**src/rtl/instr_encode.sv**
```systemverilog
// ============================================================================
// instr_encode : LEGv8 instruction encoder (R/D/CB/B) with valid/ready handoff
// Revision     : 1.0 - initial release
// ============================================================================
`default_nettype none

`ifndef WORD
`define WORD 64
`endif
`ifndef INSTR_LEN
`define INSTR_LEN 32
`endif

module instr_encode (
  input  logic                        clk,
  input  logic                        reset,
  input  logic                        in_valid,
  output logic                        in_ready,
  input  logic [3:0]                  op_sel,
  input  logic [4:0]                  reg_d,
  input  logic [4:0]                  reg_n,
  input  logic [4:0]                  reg_m,
  input  logic signed [`WORD-1:0]     imm,
  output logic                        out_valid,
  input  logic                        out_ready,
  output logic [`INSTR_LEN-1:0]       instruction_out,
  output logic                        err,
  output logic [15:0]                 instr_count
);

  localparam logic [3:0]  c_SEL_LDUR = 4'd0;
  localparam logic [3:0]  c_SEL_STUR = 4'd1;
  localparam logic [3:0]  c_SEL_ADD  = 4'd2;
  localparam logic [3:0]  c_SEL_SUB  = 4'd3;
  localparam logic [3:0]  c_SEL_AND  = 4'd4;
  localparam logic [3:0]  c_SEL_ORR  = 4'd5;
  localparam logic [3:0]  c_SEL_CBZ  = 4'd6;
  localparam logic [3:0]  c_SEL_B    = 4'd7;

  localparam logic [10:0] c_OPC_LDUR = 11'h7C2;
  localparam logic [10:0] c_OPC_STUR = 11'h7C0;
  localparam logic [10:0] c_OPC_ADD  = 11'h458;
  localparam logic [10:0] c_OPC_SUB  = 11'h658;
  localparam logic [10:0] c_OPC_AND  = 11'h450;
  localparam logic [10:0] c_OPC_ORR  = 11'h550;
  localparam logic [7:0]  c_OPC_CBZ  = 8'hB4;
  localparam logic [5:0]  c_OPC_B    = 6'b000101;

  localparam logic signed [`WORD-1:0] c_D_MIN  = -`WORD'sd256;
  localparam logic signed [`WORD-1:0] c_D_MAX  =  `WORD'sd255;
  localparam logic signed [`WORD-1:0] c_CB_MIN = -`WORD'sd262144;
  localparam logic signed [`WORD-1:0] c_CB_MAX =  `WORD'sd262143;
  localparam logic signed [`WORD-1:0] c_B_MIN  = -`WORD'sd33554432;
  localparam logic signed [`WORD-1:0] c_B_MAX  =  `WORD'sd33554431;

  typedef enum logic [1:0] {
    S_IDLE   = 2'd0,
    S_ENCODE = 2'd1,
    S_HOLD   = 2'd2
  } state_t;

  state_t                    r_state;
  state_t                    w_state_nxt;
  logic                      w_accept;
  logic                      w_handoff;

  logic [3:0]                r_op;
  logic [4:0]                r_rd;
  logic [4:0]                r_rn;
  logic [4:0]                r_rm;
  logic signed [`WORD-1:0]   r_imm;

  logic [`INSTR_LEN-1:0]     w_instr;
  logic                      w_err;

  logic                      r_out_valid;
  logic [`INSTR_LEN-1:0]     r_instr;
  logic                      r_err;
  logic [15:0]               r_count;

  // ---------------------------------------------------------------- control
  always_ff @(posedge clk) begin
    if (reset) begin
      r_state <= S_IDLE;
    end else begin
      r_state <= w_state_nxt;
    end
  end

  always_comb begin
    w_state_nxt = r_state;
    w_accept    = 1'b0;
    w_handoff   = 1'b0;
    case (r_state)
      S_IDLE: begin
        if (in_valid && !reset) begin
          w_accept    = 1'b1;
          w_state_nxt = S_ENCODE;
        end
      end
      S_ENCODE: begin
        w_state_nxt = S_HOLD;
      end
      S_HOLD: begin
        if (out_ready && !reset) begin
          w_handoff   = 1'b1;
          w_state_nxt = S_IDLE;
        end
      end
      default: begin
        w_state_nxt = S_IDLE;
      end
    endcase
  end

  // Reset is synchronous, so the state alone would still read IDLE while it is held.
  assign in_ready = (r_state == S_IDLE) && !reset;

  // ---------------------------------------------------------------- request capture
  always_ff @(posedge clk) begin
    if (reset) begin
      r_op  <= '0;
      r_rd  <= '0;
      r_rn  <= '0;
      r_rm  <= '0;
      r_imm <= '0;
    end else if (w_accept) begin
      r_op  <= op_sel;
      r_rd  <= reg_d;
      r_rn  <= reg_n;
      r_rm  <= reg_m;
      r_imm <= imm;
    end
  end

  // ---------------------------------------------------------------- encoder
  always_comb begin
    w_instr = '0;
    w_err   = 1'b0;
    case (r_op)
      c_SEL_LDUR, c_SEL_STUR: begin
        w_err   = (r_imm < c_D_MIN) || (r_imm > c_D_MAX);
        w_instr = {(r_op == c_SEL_LDUR) ? c_OPC_LDUR : c_OPC_STUR,
                   r_imm[8:0], 2'b00, r_rn, r_rd};
      end
      c_SEL_ADD: w_instr = {c_OPC_ADD, r_rm, 6'd0, r_rn, r_rd};
      c_SEL_SUB: w_instr = {c_OPC_SUB, r_rm, 6'd0, r_rn, r_rd};
      c_SEL_AND: w_instr = {c_OPC_AND, r_rm, 6'd0, r_rn, r_rd};
      c_SEL_ORR: w_instr = {c_OPC_ORR, r_rm, 6'd0, r_rn, r_rd};
      c_SEL_CBZ: begin
        w_err   = (r_imm < c_CB_MIN) || (r_imm > c_CB_MAX);
        w_instr = {c_OPC_CBZ, r_imm[18:0], r_rd};
      end
      c_SEL_B: begin
        w_err   = (r_imm < c_B_MIN) || (r_imm > c_B_MAX);
        w_instr = {c_OPC_B, r_imm[25:0]};
      end
      default: begin
        w_err = 1'b1;
      end
    endcase
  end

  // ---------------------------------------------------------------- result and count
  always_ff @(posedge clk) begin
    if (reset) begin
      r_out_valid <= 1'b0;
      r_instr     <= '0;
      r_err       <= 1'b0;
      r_count     <= '0;
    end else if (r_state == S_ENCODE) begin
      r_out_valid <= 1'b1;
      r_instr     <= w_err ? '0 : w_instr;
      r_err       <= w_err;
    end else if (w_handoff) begin
      r_out_valid <= 1'b0;
      if (!r_err) begin
        r_count <= r_count + 16'd1;
      end
    end
  end

  assign out_valid       = r_out_valid;
  assign instruction_out = r_instr;
  assign err             = r_err;
  assign instr_count     = r_count;

endmodule

`default_nettype wire

```
**config.mk**
```make
export PLATFORM = sky130hd
export DESIGN_NAME = instr_encode
export DESIGN_NICKNAME = d
export VERILOG_FILES = /design/src/rtl/instr_encode.sv
export SDC_FILE = /design/constraint.sdc
export NUM_CORES = 1
export LEC_CHECK = 0
export ABC_CLOCK_PERIOD_IN_PS = 2600
export BUFFER_PORTS_ARGS = -buffer_cell sky130_fd_sc_hd__buf_2
export CAP_MARGIN = 30
export CORE_ASPECT_RATIO = 0.8
export CORE_MARGIN = 1
export CORE_UTILIZATION = 53
export CTS_CLUSTER_DIAMETER = 30
export DETAILED_ROUTE_END_ITERATION = 10
export GPL_ROUTABILITY_DRIVEN = 0
export PLACE_DENSITY = 0.76
export SLEW_MARGIN = 20
export SYNTH_ARGS = -nofsm -noshare
export SYNTH_HDL_FRONTEND = slang
export SYNTH_SLANG_ARGS = --single-unit
```
**constraint.sdc**
```tcl
create_clock -name clk -period 2.6 [get_ports clk]
set_input_delay 0.39 -clock clk [delete_from_list [all_inputs] [get_ports clk]]
set_output_delay 0.39 -clock clk [all_outputs]
set_load 0.03 [all_outputs]
```
==> metrics.log <==
[metrics] busiest metal layer after global routing: met2
[metrics] synth warn: 0
[metrics] CP endpoint kind: register
[metrics] Via density: 5.63
[metrics] Overflow after GRT: 0
[metrics] setup repair after global routing missed its margin: false
[metrics] top_reg_cell synth: sky130_fd_sc_hd__dfxtp_1
[metrics] All-Layer GR Usage: 29.7%
[metrics] CTS sink cnt: 135
[metrics] total wire length: 15500 um
[metrics] count of endpoints failing hold in the final timing report: 0
[metrics] type of the setup path with the least slack: register to register
[metrics] antenna fix cells: 0
[metrics] Global Route met1 Usage: 40.4%
[metrics] TritonCTS clock tree: built
[metrics] wire length per cell after detailed routing: 16.0 um
[metrics] Pwr per Cell Area: 719 nW/um2
[metrics] Final setup viols: 0
[metrics] largest net degree at the start of global routing: 84
[metrics] core region area: 10200 um2
[metrics] Critical Path RT: 2.92 ns
[metrics] I/O pin count: 138
[metrics] met2 usage: 44.8%
[metrics] area added between synthesis and finish: 24.7%
[metrics] Post-Synthesis Cell Area: 5560 um2
[metrics] via count: 5471
[metrics] Worst-path clk slew: 0.06 ns
[metrics] clk root buf: sky130_fd_sc_hd__clkbuf_16
[metrics] post-synthesis cell count: 699
[metrics] startpoint types: register
[metrics] Data arrival, critical path: 2.63 ns
[metrics] share of synthesized registers carrying an async set or reset: 0%
[metrics] fraction of layout cells with a size suffix above 1: 24.0%
[metrics] vias in the first global route: 4951
[metrics] Clk Latency, worst-skew pair: 0.42 ns
[metrics] worst rel slew slack: 46.1%
[metrics] CTS Buffer Depth: 2
[metrics] area enclosed by the die boundary: 10900 um2
[metrics] clock tree skew after final layout: 0.0102 ns
[metrics] # port buffers: 137
[metrics] final worst path period need: 2.31 ns
[metrics] leak pwr: 2.74 nW
[metrics] path category of the worst min-delay check: primary input to register
[metrics] count of flip-flops with a built-in enable after synthesis: 0
[metrics] IR Drop Worst-Case VDD: 473 uV
[metrics] total of hold buffers inserted after clock tree synthesis: 0
[metrics] transition time at the pin with the least slew margin: 0.809 ns
[metrics] half-perimeter wire length after detailed placement: 10800 um
[metrics] status: finished, final reports clean
[metrics] net count of the mapped netlist: 787
[metrics] H-tree Lvls: 4
[metrics] Seq/Total Area, Yosys: 48.6%
[metrics] starting density of the core: 54.3%
[metrics] number of slew-limit violations in the final report: 0
[metrics] Die Span X: 117 um
[metrics] number of buffers inserted during clock tree synthesis: 17
[metrics] number of distinct library cell variants in the gate-level netlist after synthesis: 45
[metrics] biggest fanout along the worst timing path: 21
[metrics] DRT iter0 DRCs: 557
[metrics] std cell rows: 33
[metrics] number of detailed-route iterations in the first pass: 5
[metrics] Final ANT Viol Nets: 0
[metrics] height of the die: 93.6 um
[metrics] number of antenna violations at the first check in global routing: 0
[metrics] number of design rule violations left after detail routing: 0
[metrics] Post-Syn Area per Cell: 7.95 um2
[metrics] maximum achievable frequency: 434 MHz
[metrics] global-route wire length before repair: 24700 um
[metrics] power after layout: 0.00499 W
[metrics] synthesized flop and latch total: 135
[metrics] maximum capacitance violations: 0
[metrics] post-route setup TNS: 0 ns
[metrics] global routing usage on met3: 9.79%
[metrics] period utilization: 88.7%
[metrics] Net count, final: 908
registers in the layout, indices dropped and copies added (netlist names):
register,flops
err,1
instr_count,16
instruction_out,32
out_valid,1
r_imm,64
r_op,4
r_rd,5
r_rm,5
r_rn,5
r_state,2
final cells by class:
type | count | area [um2]
clock buffers | 23 | 478
flip-flops and latches | 135 | 2700
inverters | 5 | 18.8
well taps | 140 | 175
fillers | 889 | 3310
multi-input cells | 510 | 2640
clock inverters | 8 | 97.6
repair buffers | 151 | 822
synthesized netlist by cell type (16+ instances only):
library cell,count,area [um2]
sky130_fd_sc_hd__a21oi_1,102,510
sky130_fd_sc_hd__clkbuf_1,36,135
sky130_fd_sc_hd__dfxtp_1,135,2700
sky130_fd_sc_hd__nand2_1,208,781
sky130_fd_sc_hd__nand4_1,17,106
sky130_fd_sc_hd__nor2_1,35,131
sky130_fd_sc_hd__nor4_1,16,100
sky130_fd_sc_hd__o21ai_0,21,105
cell usage in the layout (no fill, tap or decap), types with 12 or more instances in the layout:
cell / synthesis / final
sky130_fd_sc_hd__nor4_1: 16 / 16
sky130_fd_sc_hd__clkbuf_16: 0 / 17
sky130_fd_sc_hd__dfxtp_1: 135 / 135
sky130_fd_sc_hd__a21oi_1: 102 / 102
sky130_fd_sc_hd__buf_4: 1 / 12
sky130_fd_sc_hd__nand4_1: 17 / 17
sky130_fd_sc_hd__nor2_1: 35 / 34
sky130_fd_sc_hd__nand2_1: 208 / 207
sky130_fd_sc_hd__o21ai_0: 21 / 21
sky130_fd_sc_hd__buf_2: 3 / 136
critical path, stage by stage (launching register included):
cell                       delay [ns]
sky130_fd_sc_hd__dfxtp_1         0.39
sky130_fd_sc_hd__nand4_1         0.12
sky130_fd_sc_hd__nor4_1          0.50
sky130_fd_sc_hd__nand4_1         0.19
sky130_fd_sc_hd__nor3_1          0.39
sky130_fd_sc_hd__o211ai_4        0.29
sky130_fd_sc_hd__o41ai_2         0.33
metal layers:
layer	vias up	part of all wire, %	wire length, um
li1	2647	-	-
met1	2576	44	6890
met2	237	46	7130
met3	11	9.0	1400
met4	0	0.70	108
met5	-	0	0
logic make-up after synthesis:
| group | synth area share, % |
|---|---|
| adders and majority gates | 0.225 |
| xor gates and xnor gates | 2.36 |
| AOI/OAI and AO/OA | 17.5 |
| muxes | 2.52 |
| buffers and inverters | 4.19 |
| and+or+nand+nor | 24.6 |
| DFF | 48.6 |
report_power, final:
group | switching (W) | total, W | leakage, nW | internal [W]
registers | 0.0000696 | 0.00221 | 1.10 | 0.00214
logic | 0.000261 | 0.000431 | 1.37 | 0.000170
clock network | 0.000868 | 0.00234 | 0.275 | 0.00148
total | 0.00120 | 0.00499 | 2.74 | 0.00379
per-stage QoR:
stage                     util (%)  instances  hold slack [ns]  area, um2  setup slack [ns]
final                         67.7        972            0.203       6930             0.294
after global routing          67.7        972            0.204       6930             0.134
after CTS                     67.6        972            0.196       6920             0.266
after detailed placement      62.0        941            0.447       6350             0.281
after global placement        61.9        940            0.442       6340             0.405
after floorplan                  -        699            0.432       5560             0.265
final timing paths:
kind                           start                   to  slack [ns]  depth (start not counted)
hold reg to reg   instruction_out[9]   instruction_out[9]        0.45                          2
setup reg to reg           r_imm[55]  instruction_out[24]        0.29                          6
hold / removal               imm[44]            r_imm[44]        0.20                          3
setup / recovery           r_imm[55]  instruction_out[24]        0.29                          6
what timing repair did:
action / CTS / global route
buffers inserted: 0 / 0
gates resized for setup: 0 / 1
endpoints found under the setup margin: 0 / 1
(Power assumes the default switching activity.)
